`src/rtl/regfile_datamem_unit_pkg.sv`:
```
// Shared widths and word/address types for the datapath storage block.
package regfile_datamem_unit_pkg;

    // Default geometry: 8-bit words, 16-entry arrays.
    localparam int unsigned DFLT_DATA_W = 8;
    localparam int unsigned DFLT_ADDR_W = 4;
    localparam int unsigned DFLT_DEPTH  = 1 << DFLT_ADDR_W;

    typedef logic [DFLT_DATA_W-1:0] word_t;
    typedef logic [DFLT_ADDR_W-1:0] addr_t;

endpackage : regfile_datamem_unit_pkg

```
`src/rtl/regfile_datamem_unit_data_mem.sv`:
```
// Single-port data memory: asynchronous read, synchronous write and clear.
module regfile_datamem_unit_data_mem
    import regfile_datamem_unit_pkg::*;
#(
    parameter int unsigned DATA_W = DFLT_DATA_W,
    parameter int unsigned ADDR_W = DFLT_ADDR_W
) (
    input  logic              clk,
    input  logic              reset,
    input  logic              we,
    input  logic [ADDR_W-1:0] addr,
    input  logic [DATA_W-1:0] wd,
    output logic [DATA_W-1:0] rd
);

    localparam int unsigned DEPTH = 1 << ADDR_W;

    logic [DATA_W-1:0] mem [DEPTH];

    // Clear wins over a pending write; otherwise store on the rising edge.
    always_ff @(posedge clk) begin
        if (reset) begin
            mem <= '{default: '0};
        end else if (we) begin
            mem[addr] <= wd;
        end
    end

    // Read shows stored contents only, so a same-address write appears after the edge.
    assign rd = mem[addr];

endmodule : regfile_datamem_unit_data_mem

```
`src/rtl/regfile_datamem_unit.sv`:
```
// Datapath storage: 2R1W register file plus a single-port data memory.
module regfile_datamem_unit
    import regfile_datamem_unit_pkg::*;
#(
    parameter int unsigned DATA_W = DFLT_DATA_W,
    parameter int unsigned ADDR_W = DFLT_ADDR_W
) (
    input  logic              clk,
    input  logic              reset,
    input  logic              rf_we,
    input  logic [ADDR_W-1:0] rf_ra1,
    input  logic [ADDR_W-1:0] rf_ra2,
    input  logic [ADDR_W-1:0] rf_wa,
    input  logic [DATA_W-1:0] rf_wd,
    output logic [DATA_W-1:0] rf_rd1,
    output logic [DATA_W-1:0] rf_rd2,
    input  logic              dm_we,
    input  logic [ADDR_W-1:0] dm_addr,
    input  logic [DATA_W-1:0] dm_wd,
    output logic [DATA_W-1:0] dm_rd
);

    localparam int unsigned DEPTH = 1 << ADDR_W;

    // Every entry is an ordinary register; entry 0 is not tied to zero.
    logic [DATA_W-1:0] regs [DEPTH];

    // Register file update: clear overrides write, single write port.
    always_ff @(posedge clk) begin
        if (reset) begin
            regs <= '{default: '0};
        end else if (rf_we) begin
            regs[rf_wa] <= rf_wd;
        end
    end

    // Two independent combinational read ports, no write bypass.
    assign rf_rd1 = regs[rf_ra1];
    assign rf_rd2 = regs[rf_ra2];

    // Data memory is fully independent of the register file.
    regfile_datamem_unit_data_mem #(
        .DATA_W (DATA_W),
        .ADDR_W (ADDR_W)
    ) u_data_mem (
        .clk   (clk),
        .reset (reset),
        .we    (dm_we),
        .addr  (dm_addr),
        .wd    (dm_wd),
        .rd    (dm_rd)
    );

endmodule : regfile_datamem_unit

```
`config.mk`:
```
export PLATFORM = sky130hd
export DESIGN_NAME = regfile_datamem_unit
export DESIGN_NICKNAME = d
export VERILOG_FILES = /design/src/rtl/regfile_datamem_unit_pkg.sv /design/src/rtl/regfile_datamem_unit_data_mem.sv /design/src/rtl/regfile_datamem_unit.sv
export SDC_FILE = /design/constraint.sdc
export NUM_CORES = 1
export LEC_CHECK = 0
export ABC_AREA = 1
export ABC_CLOCK_PERIOD_IN_PS = 1300
export CAP_MARGIN = 20
export CORE_MARGIN = 2
export CORE_UTILIZATION = 30
export CTS_CLUSTER_SIZE = 30
export DETAILED_ROUTE_END_ITERATION = 8
export GPL_ROUTABILITY_DRIVEN = 0
export HOLD_SLACK_MARGIN = 0.02
export PLACE_DENSITY_LB_ADDON = 0.3
export SYNTH_ARGS = -nofsm -noshare
export SYNTH_HDL_FRONTEND = slang
export SYNTH_SLANG_ARGS = --single-unit
```
`constraint.sdc`:
```
create_clock -name clk -period 1.3 [get_ports clk]
set_input_delay 0.195 -clock clk [delete_from_list [all_inputs] [get_ports clk]]
set_output_delay 0.195 -clock clk [all_outputs]
set_load 0.005 [all_outputs]
```
==> metrics.txt <==
Leak 7.73 nW; status finished, violations left; vias in the first global route 13600; EDFF count, synth 0; Final Core Density 0.419; min cycle time layout 1.73 ns; 1st-pass router iterations 5; switching share of power 0.271; Layout Cells excl Fill 2962; placed insts 2887; most used cell, CP nand2_2; Worst Setup Slack, final -0.430 ns; worst clock skew 0 ns; GRT Total Usage 0.200; CTS sink count 256; Max Slew Vio Count 0; clk slew on worst S/H paths 0.06 ns; Synth top cells by count nand2_1 (1042), dfxtp_1 (256), nand3_1 (249); initial drt markers 1306; hold endpoint u_data_mem.mem[63]; Hold WC Path Type primary input to flop; violated checks negative setup slack; Max IR drop VDD 0.000846 V; first-pass GRT wire length 75000 um; DRC violations left 0; Mapped Avg Cell Area 6.04 um^2; crit-path cells nand2_2 > nand2_2 > nand2_2 > nand2_2 > nand2_1 > nand2_1 > inv_1 > nand2_1 > buf_2; DP Area 0.0159 mm^2; root buffer cell clkbuf_16; Slew @ Worst Pin 0.355 ns; WL per Instance 16.3 um; drt total wl 48300 um; Reg-to-Reg Start regs[98]; period utilization 1.33; Final Cell Area 0.0184 mm^2; layout cell share with drive strength beyond 1 0.371; Cell Pwr Density 1040 mW/mm^2; count leader, synth nand2_1; Ant. Diodes 0; Max Fclk 578 MHz; max incr delay on CP 0.34 ns; largest net degree at the start of global routing 62; Clk pwr share 0.439; min-delay src dm_addr[3]; Combinational Power Share 0.142; clk_lat worst skew 0.57 ns; CP Max Fanout 2; Sequential Power Share 0.419; sequential share of the synthesized area 0.384; initial core utilization 0.303; row cnt 77; Worst setup EP type output pin; Die W 215 um; ys flop type dfxtp_1; initial antenna violation count 0; leading post-synthesis cells by cell area dfxtp_1 (38%), nand2_1 (29%), nand3_1 (9.3%); post-route ant nets 0; FF-to-FF End regs[98]; asr flop ratio synth 0; Syn Nets 2244; IO Count 60; NumNets Final 2384; CP max-delay cell dfxtp_2; CTS tree done; Yosys Warn Count 0; detailed-route via count 14600; Startpoint Class flop; Post-Synthesis Cells 2208; worst path required time 1.11 ns; Post-DP HPWL 31500 um; CTS H-tree depth 1; top-area cell type share of the netlist area 0.384; cell taking the most area after synthesis dfxtp_1; Worst Path Arrival 1.54 ns; Core Footprint 0.0440 mm^2; Crit path buffers/inverters 2; IO Port Bufs 59; Worst slew margin 0.763; Max Cap Viol 0; Pint 14.0 mW; Cell Area, Synth 0.0133 mm^2; clk buf depth 3; CTS buffer count 29; Setup Crit Path Kind flop to output pin; FF-to-FF path depth 4; register-to-register setup slack 0.34 ns; count of cell types in the netlist 18; RSZ-0062 raised after global routing true; Setup violations, final 24; flops & latches, synth 256; Hold Fails Final Rpt 0; area grow syn2layout 38.3%; hold depth 6; Top delay family on crit path simple AND/OR/NAND/NOR gates; P_sw 5.20 mW; die area 0.0462 mm^2; overflow left after global routing 0; die height 215 um; Vias/cell 4.92
power groups by stage:
stage	Combinational [mW]	Sequential [mW]	Clock, mW
after floorplan	1.23	8.17	0
after global routing	2.91	8.04	8.88
after CTS	2.47	8.02	8.54
after global placement	2.35	8.18	0
final	2.73	8.03	8.40
after detailed placement	2.36	8.18	0
how the worst max path moves through the flow:
stage	startpoint	to	slack, ns	cells past startpoint
2_1_floorplan	dm_addr[1]	dm_rd[4]	0.07	9
3_3_place_gp	rf_ra1[1]	rf_rd1[4]	-0.85	7
3_5_place_dp	rf_ra1[1]	rf_rd1[1]	-0.85	7
4_1_cts	u_data_mem.mem[82]	dm_rd[2]	-0.43	9
5_1_grt	u_data_mem.mem[89]	dm_rd[1]	-0.51	9
6_report	u_data_mem.mem[89]	dm_rd[1]	-0.43	9
stage by stage:
step	power [mW]	hold WS, ns	TNS [ns]	worst slack (ns)
finish	19.2	0.208	-9.32	-0.430
global route	19.8	0.249	-10.68	-0.506
CTS	19.0	0.359	-9.48	-0.434
detailed placement	10.5	0.453	-129.84	-0.854
global placement	10.5	0.448	-125.18	-0.847
floorplan	9.40	0.441	0	0.0690
worst min-delay path: stages:
cell      delay [ns]
clkbuf_2        0.14
nand2_2         0.10
buf_4           0.14
nor2_2          0.07
nand2_1         0.06
a21oi_1         0.05
state kept, by name (all words and copies together) (netlist names):
register / flops
regs: 128
u_data_mem.mem: 128
cells in the final DEF, fill, tap and decap left out, types with 3 or more instances in the layout:
cell               n
nand2_1          915
a21oi_1          216
dfxtp_2          185
nand3_2          140
buf_4            131
nand2_2          127
inv_2            116
nand3_1          105
dfxtp_1           71
inv_1             65
buf_12            48
nor2_1            43
a211oi_1          40
clkbuf_16         30
clkdlybuf4s50_1   26
buf_2             20
nor2_2            16
buf_6             14
inv_4             13
clkbuf_8           8
nand3_4            7
nor2_4             6
clkinv_2           5
clkinvlp_4         4
clkbuf_1           4
dlygate4sd2_1      3
cell type report:
type | instances | area (um^2)
Clock buffer | 41 | 851
Sequential cell | 256 | 5360
Fill cell | 4465 | 25600
Multi-Input combinational cell | 1618 | 8020
Inverter | 196 | 773
Timing Repair Buffer | 247 | 2570
Tap cell | 592 | 741
Clock inverter | 12 | 129
routing by layer:
metal  vias to the layer above  wire length (um)  track usage
met2                       566             22300        0.327
li1                       7196                 -            -
met1                      6700             20700        0.265
met5                         -                 0            0
met4                         0              1990       0.0808
met3                       124              3320       0.0294
repair_timing:
item / CTS / global route
pin swaps: 112 / 104
gates resized for setup: 458 / 252
hold buffers: 1 / 0
gates cloned: 1 / 1
buffers inserted: 8 / 11
hold endpoints to repair: 12 / 0
endpoints found under the setup margin: 49 / 49
logic make-up (layout without fill, tap and decap cells):
logic type      after synthesis  count (layout)  synth area share
flops                       256             256             0.384
buf+inv                     334             496            0.0966
simple gates               1362            1362             0.416
compound gates              256             256             0.104
(Power assumes the default switching activity.)
